[src/rtl/uart_tx_frame.sv]
// uart_tx_frame
// ------------------------------------------------------------------------
// UART transmit framer. Accepts one parallel word per TX_DATA_VALID strobe
// while idle and serialises it at one bit per clk cycle:
//     start (0), data LSB first, optional parity, stop (1).
// TX_OUT and busy are driven straight from flops. The flops are loaded with
// the value for the state being entered, so the start bit appears in the
// cycle after the edge that samples the strobe.
//
// Optional build macro: UART_TX_TWO_STOP_EN
//     defined   -> two stop bits, counted by a 1-bit stop counter
//     undefined -> one stop bit, and no stop counter flop exists
//
// Ports:
//     clk            bit-rate clock (one cycle per bit period)
//     rst            asynchronous, active-low reset
//     P_DATA         parallel word to transmit
//     TX_DATA_VALID  strobe; P_DATA/PAR_EN/PAR_TYP are sampled in IDLE only
//     PAR_EN         1 = append a parity bit after the data bits
//     PAR_TYP        0 = even parity, 1 = odd parity
//     TX_OUT         serial line, idle high
//     busy           high while a frame is in flight
module uart_tx_frame #(
    parameter int DATA_WIDTH = 8
) (
    input  logic                  clk,
    input  logic                  rst,
    input  logic [DATA_WIDTH-1:0] P_DATA,
    input  logic                  TX_DATA_VALID,
    input  logic                  PAR_EN,
    input  logic                  PAR_TYP,
    output logic                  TX_OUT,
    output logic                  busy
);

    localparam int CW = $clog2(DATA_WIDTH);
    localparam logic [CW-1:0] LAST_BIT = CW'(DATA_WIDTH - 1);

    typedef enum logic [2:0] {
        IDLE   = 3'd0,
        START  = 3'd1,
        DATA   = 3'd2,
        PARITY = 3'd3,
        STOP   = 3'd4
    } state_t;

    state_t                state_reg, state_next;
    logic [DATA_WIDTH-1:0] data_reg, data_next;
    logic [CW-1:0]         cnt_reg, cnt_next;
    logic                  par_en_reg, par_en_next;
    logic                  par_typ_reg, par_typ_next;
    logic                  tx_reg, tx_next;
    logic                  busy_reg, busy_next;
    logic [CW-1:0]         cnt_inc;
    logic                  parity_bit;

    // Parity always comes from the latched copies, never from live inputs.
    assign parity_bit = (^data_reg) ^ par_typ_reg;
    assign cnt_inc    = cnt_reg + 1'b1;

`ifdef UART_TX_TWO_STOP_EN
    logic stop_cnt_reg, stop_cnt_next;

    always_ff @(posedge clk or negedge rst) begin
        if (!rst) begin
            stop_cnt_reg <= 1'b0;
        end else begin
            stop_cnt_reg <= stop_cnt_next;
        end
    end
`endif

    always_ff @(posedge clk or negedge rst) begin
        if (!rst) begin
            state_reg   <= IDLE;
            data_reg    <= '0;
            cnt_reg     <= '0;
            par_en_reg  <= 1'b0;
            par_typ_reg <= 1'b0;
            tx_reg      <= 1'b1;
            busy_reg    <= 1'b0;
        end else begin
            state_reg   <= state_next;
            data_reg    <= data_next;
            cnt_reg     <= cnt_next;
            par_en_reg  <= par_en_next;
            par_typ_reg <= par_typ_next;
            tx_reg      <= tx_next;
            busy_reg    <= busy_next;
        end
    end

    // Next state plus the output values that go with the state being entered.
    always_comb begin
        state_next   = state_reg;
        data_next    = data_reg;
        cnt_next     = cnt_reg;
        par_en_next  = par_en_reg;
        par_typ_next = par_typ_reg;
        tx_next      = 1'b1;
        busy_next    = 1'b1;
`ifdef UART_TX_TWO_STOP_EN
        stop_cnt_next = stop_cnt_reg;
`endif
        case (state_reg)
            IDLE: begin
                busy_next = 1'b0;
                if (TX_DATA_VALID) begin
                    state_next   = START;
                    data_next    = P_DATA;
                    par_en_next  = PAR_EN;
                    par_typ_next = PAR_TYP;
                    tx_next      = 1'b0;
                    busy_next    = 1'b1;
`ifdef UART_TX_TWO_STOP_EN
                    stop_cnt_next = 1'b0;
`endif
                end
            end
            START: begin
                state_next = DATA;
                cnt_next   = '0;
                tx_next    = data_reg[0];
            end
            DATA: begin
                if (cnt_reg == LAST_BIT) begin
                    cnt_next = '0;
                    if (par_en_reg) begin
                        state_next = PARITY;
                        tx_next    = parity_bit;
                    end else begin
                        state_next = STOP;
                    end
                end else begin
                    cnt_next = cnt_inc;
                    tx_next  = data_reg[cnt_inc];
                end
            end
            PARITY: begin
                state_next = STOP;
            end
            STOP: begin
`ifdef UART_TX_TWO_STOP_EN
                // First stop cycle stays in STOP; the second one leaves.
                if (!stop_cnt_reg) begin
                    stop_cnt_next = 1'b1;
                end else begin
                    stop_cnt_next = 1'b0;
                    state_next    = IDLE;
                    busy_next     = 1'b0;
                end
`else
                state_next = IDLE;
                busy_next  = 1'b0;
`endif
            end
            default: begin
                state_next = IDLE;
                busy_next  = 1'b0;
            end
        endcase
    end

    assign TX_OUT = tx_reg;
    assign busy   = busy_reg;

endmodule

[config.mk]
export PLATFORM = sky130hd
export DESIGN_NAME = uart_tx_frame
export DESIGN_NICKNAME = d
export VERILOG_FILES = /design/src/rtl/uart_tx_frame.sv
export SDC_FILE = /design/constraint.sdc
export NUM_CORES = 1
export LEC_CHECK = 0
export ABC_AREA = 1
export ABC_CLOCK_PERIOD_IN_PS = 1440
export CORE_MARGIN = 1
export CORE_UTILIZATION = 47
export CTS_CLUSTER_DIAMETER = 100
export CTS_CLUSTER_SIZE = 28
export DETAILED_ROUTE_END_ITERATION = 8
export GPL_ROUTABILITY_DRIVEN = 0
export HOLD_SLACK_MARGIN = 0.12
export PLACE_DENSITY = 0.74
export RECOVER_POWER = 50
export SYNTH_ARGS = -nofsm -noshare
export SYNTH_HDL_FRONTEND = slang
export SYNTH_SLANG_ARGS = --single-unit
[constraint.sdc]
create_clock -name clk -period 1.44 [get_ports clk]
set_input_delay 0.288 -clock clk [delete_from_list [all_inputs] [get_ports clk]]
set_output_delay 0.288 -clock clk [all_outputs]
set_load 0.05 [all_outputs]
* Yosys cells after proc, flatten, opt, wreduce, memory -nomap -nowiden *
Cells that the tools add are included.

operators by class
  reductions and logical operators = 6
  mux-type cells = 14
  equal/unequal tests = 6
  add/subtract/negate cells = 1
  bitwise operators = 1
  magnitude comparators = 1

operator list
  kind                 number
  $mux 3               4
  $pmux 3 s4           1
  $reduce_xor 8->1     1
  $eq 3x2->1 const B   2
  $pmux 3 s2           1
  $mux 1               5
  $lt 3x4->1 const B   1
  $ne 2x2->1 const B   2
  $reduce_and 2->1     2
  $add 3x1->3 const B  1
  $bmux 1 s3           1
  $eq 3x1->1 const B   1
  $eq 3x3->1 const B   1
  $logic_not 3->1      1
  $pmux 1 s3           1
  $reduce_or 3->1      1
  $pmux 1 s2           1
  $reduce_bool 2->1    1
  $xor 1x1->1          1

word-level totals
  register bits after elaboration = 18
  output and inout port bits = 2
  logic and storage cells = 36

* Depth between registers and ports, before layout *
Gate-level depths: netlist of run 1.

  word-level depth = 5
  mapped depth = 10
  mapped depth without buffers = 10

* Worst setup path before layout of run 1 *
OpenSTA, ideal clock, no wires.

  kind = register -> register
  start point = register cnt_reg[0]
  end point = register tx_reg (netlist: TX_OUT)
  setup time = 0.075 ns
  cell stages (with the launch flop) = 11
  path buffers = 0
  slack = -0.035 ns
  arrival = 1.400 ns
  cells stage by stage = dfrtp_1 -> ha_1 -> ha_1 -> inv_1 -> nand3_1 -> nand3_1 -> nand3_1 -> nand2_1 -> inv_1 -> nand2_1 -> nand2_1

between the ends
  word-level cells in the longest chain between the ends = 5
  elaborated cells between the ends (all ways) = 6
  those cells by class = add/sub: 1; eq/ne: 1; mux: 4

RTL lines
  element                       line  text
  start, declared               49    logic [CW-1:0] cnt_reg, cnt_next;
  start signal, assigned        85    cnt_reg <= cnt_next;
  $add 3x1->3                   59    assign cnt_inc = cnt_reg + 1'b1;
  $bmux 1 s3                    136   tx_next = data_reg[cnt_inc];
  $mux 1 (not written as such)  136
  $mux 1 (*)                    126   if (cnt_reg == LAST_BIT) begin
  $pmux 1 s3 (*)                105   case (state_reg)
  named net tx_next             52    logic tx_reg, tx_next;
  end signal, assigned          88    tx_reg <= tx_next;
  end, declared                 52

Mark *: on every way through the listed nets, which the timed path passes. The rest lies on a longest branch. The select of a mux whose other input is x is not followed.
A chain may end at the register's enable or synchronous reset.

* Worst setup path after layout of run 1 *
Ends and elaborated chain as after synthesis.

==> results of run 1 <==
==> routing by layer <==
metal / routed length, um / share of wire, % / track usage [%] / vias to the layer above
met5: 0 / 0 / 0 / -
met4: 44 / 2.3 / 10.00 / 0
met3: 91 / 4.7 / 2.804 / 5
met2: 927 / 48 / 30.37 / 24
met1: 874 / 45 / 22.86 / 403
li1: - / - / - / 439
==> metrics by stage <==
stage	utilization, %	hold slack (ns)	setup slack [ns]	setup TNS [ns]
after floorplan	-	-0.007591	0.02104	0
after global placement	62.44	0.4825	0.01971	0
after detailed placement	62.44	0.4898	-0.01052	-0.01052
after CTS	63.85	0.3154	0.006139	0
after global routing	65.07	0.3967	-0.01399	-0.01399
final	65.07	0.3735	0.05846	0
==> area by class of cell <==
| cell class | instances | area, um^2 | area share (%) |
|---|---|---|---|
| multi-input cells | 90 | 573.1 | 43.13 |
| flip-flops and latches | 18 | 452.9 | 34.09 |
| repair buffers | 17 | 182.7 | 13.75 |
| inverters | 16 | 60.06 | 4.520 |
| well taps | 27 | 33.78 | 2.542 |
| clock buffers | 4 | 26.28 | 1.977 |
==> cells in the mapped netlist <==
cell,instances
nand2_1,40
dfrtp_1,17
inv_1,14
nand3_1,11
nor2_2,6
a21oi_2,5
mux2_4,5
a21oi_1,3
nor2_1,3
ha_1,2
inv_2,2
nand2_2,2
o21ai_1,2
xnor2_1,2
xor2_1,2
a211oi_1,1
buf_6,1
dfstp_2,1
nand2_4,1
nor3_1,1
nor3_4,1
o21a_1,1
o21ai_2,1
or2_1,1
==> what timing repair did <==
action	4_1_cts	5_1_grt
cloned	0	0
endpoints found under the setup margin	1	2
pin swaps	0	6
gates resized for setup	1	5
==> worst register-to-register path, stage by stage, from the launching register on <==
cell and delay, ns:
dfrtp_2 0.44, ha_4 0.17, ha_4 0.28, inv_2 0.05, nand3_2 0.06, nand3_2 0.05, nand3_1 0.08, nand2_1 0.05
inv_1 0.05, nand2_1 0.04, nand2_1 0.06
==> cell families after synthesis <==
logic type / after synthesis / share of synthesized area, %
AO/OA/AOI/OAI: 13 / 8.768
XOR/XNOR: 4 / 3.318
adder cells (fa/ha/maj): 2 / 2.369
buffers and inverters: 17 / 6.754
flip-flops: 18 / 42.77
multiplexers: 5 / 7.109
AND/OR/NAND/NOR: 66 / 28.91
==> how the worst max path moves through the flow <==
stage,start,end,slack (ns),cells past startpoint
6_report,cnt_reg[0],TX_OUT,0.06,10
5_1_grt,cnt_reg[1],TX_OUT,-0.01,10
4_1_cts,cnt_reg[0],TX_OUT,0.006,10
3_5_place_dp,cnt_reg[0],TX_OUT,-0.01,10
3_3_place_gp,cnt_reg[0],TX_OUT,0.02,10
2_1_floorplan,cnt_reg[0],TX_OUT,0.02,10
==> power groups by stage <==
stage | combinational, mW | sequential [mW] | clock [mW]
after floorplan | 1.22 | 1.09 | 0
after global placement | 1.65 | 1.03 | 0
after detailed placement | 1.70 | 1.05 | 0
after CTS | 1.72 | 1.04 | 0.272
after global routing | 2.00 | 1.08 | 0.298
final | 1.76 | 1.04 | 0.268
==> qor.tcl, run 1 <==
set qor(drt-total-wl_um) 1937
set qor(reg2regPathDepth) 10
set qor(chipWidth_um) 49.40
set qor(cts_tree) {done}
set qor(setup_viol_count_final) 0
set qor(pwr-share-clk_pct) 8.7
set qor(min_period_over_period_pct) 95.94
set qor(final_common_cell) {nand2_1}
set qor(timing.setup.critical_path_class) {flip-flop to flip-flop}
set qor(synth.yosys.seq_area_share_pct) 42.77
set qor(power.total_mw) 3.077
set qor(pwr_density_cell_nw_per_um2) 2315
set qor(antenna_found_initial) 0
set qor(syn-instance-count) 125
set qor(ys_top_cells_by_area) {dfrtp_1 40%, nand2_1 14%, mux2_4 7.1%}
set qor(die_area_um2) 2440
set qor(core-area_um2) 2042
set qor(tightest_slew_ns) 0.2380
set qor(first_global_vias) 821
set qor(cts.hold.buffers_added) 0
set qor(h-tree-depth) 1
set qor(drt_pass_1_iters) 4
set qor(r2r-end) {TX_OUT}
set qor(worst-endpoint-required_ns) 1.69
set qor(crit_path_max_fanout) 4
set qor(synth_top_area_share_pct) 40.28
set qor(finish.net_count) 161
set qor(port_buffers) 14
set qor(placedInstanceArea_um2) 1275
set qor(route.detailed.drc) 0
set qor(fill_cells) 185
set qor(cell_count_post_placement) 168
set qor(worstSkewPairLatency_ns) 0.30
set qor(achievable-frequency_mhz) 723.8
set qor(worst_ir_drop_vdd_uv) 1305
set qor(drv_cap) 0
set qor(final_antenna_net_count) 0
set qor(share_of_cells_above_drive_strength_1_pct) 26.90
set qor(detailedRoute.firstIterationViolations) 16
set qor(grt_start_max_net_pins) 19
set qor(rr_startpoint) {cnt_reg[0]}
set qor(hold_violations) 0
set qor(min_path_type) {input pin to asynchronous set/reset pin}
set qor(floorplan.initialDensity_pct) 51.72
set qor(switching_power_mw) 1.392
set qor(path_buf_inv) 2
set qor(floorplan.io_pins) 15
set qor(timing.critical_path.from_type) {flip-flop}
set qor(p_leak_nw) 0.6568
set qor(power.share.switching_pct) 45.25
set qor(clock_buffers_created_by_tritoncts) 3
set qor(grt.overflow.total) 0
set qor(cpMostUsedCell) {nand2_1}
set qor(synth.ff_latch_count) 18
set qor(crit_slowest_cell) {dfrtp_2}
set qor(max_stage_delay_ns) 0.44
set qor(vias) 871
set qor(clk_pin_slew_worst_paths_ns) 0.10
set qor(ctsRootBufferMaster) {clkbuf_4}
set qor(post-route-min-period_ns) 1.382
set qor(clock_tree.buffer_depth) 2
set qor(grt.total_usage_pct) 18.36
set qor(timing.slew.headroom_pct) 84.01
set qor(syn_area_um2) 1056
set qor(internal_power_mw) 1.684
set qor(netlist-cell-type-count) 24
set qor(clock_sinks) 18
set qor(wl_per_cell_um) 11.26
set qor(critical_path.top_delay_family) {adder cells}
set qor(final_design_area_no_fill_um2) 1329
set qor(floorplan.die.height_um) 49.40
set qor(post_cts.repair.setup_buffers) 0
set qor(netlist.top_cell.by_area) {dfrtp_1}
set qor(finish.cell_count_without_fillers) 172
set qor(layout.cells.most_common_list) {40 x nand2_1, 16 x dfrtp_1, 13 x inv_1}
set qor(insertedDiodeCount) 0
set qor(syn-num-nets) 140
set qor(power.sequential.fraction_pct) 34.0
set qor(finClkSkew_ns) 0.002096
set qor(routed_via_density) 5.064
set qor(cp.arrival_ns) 1.63
set qor(largest_register_ffs) 8
set qor(r2r_slack_ns) 0.06
set qor(place.detailed.hpwl_um) 1491
set qor(worstPathCellList) {ha_4, ha_4, inv_2, nand3_2, nand3_2, nand3_1, nand2_1, inv_1, nand2_1, nand2_1}
set qor(worst_setup_path_end_kind) {flip-flop}
set qor(slew_viol_final) 0
set qor(row_count) 16
set qor(outcome) {completed}
set qor(comb_power_share_pct) 57.3
set qor(grt_first_pass_wirelength_um) 3374
set qor(synthesis.yosys.warnings) 0
set qor(area.growth.synth_to_final_pct) 25.83
set qor(synth.avg_cell_area_um2) 8.448
(Power assumes the default switching activity.)
==> run 2, diff against run 1 <==
--- a/config.mk
+++ b/config.mk
@@ -10,7 +10,7 @@
 export CORE_MARGIN = 1
 export CORE_UTILIZATION = 47
 export CTS_CLUSTER_DIAMETER = 100
-export CTS_CLUSTER_SIZE = 28
+export CTS_CLUSTER_SIZE = 30
 export DETAILED_ROUTE_END_ITERATION = 8
 export GPL_ROUTABILITY_DRIVEN = 0
 export HOLD_SLACK_MARGIN = 0.12
==> results of run 2 <==
Final layout, timing and power as in run 1 (identical DEF).
==> run 3, diff against run 2 <==
==> constraint.sdc (replaced) <==
create_clock -name clk -period 1.44 [get_ports clk]
set_input_delay 0.288 -clock clk [delete_from_list [all_inputs] [get_ports clk]]
set_output_delay 0.288 -clock clk [all_outputs]
set_load 0.1 [all_outputs]
==> results of run 3 <==
The final DEF is identical to that of run 1. Status: completed.
Among the figures that moved: total power 3.077 mW -> 3.184 mW; worst IR drop on VDD 1305 uV -> 1376 uV
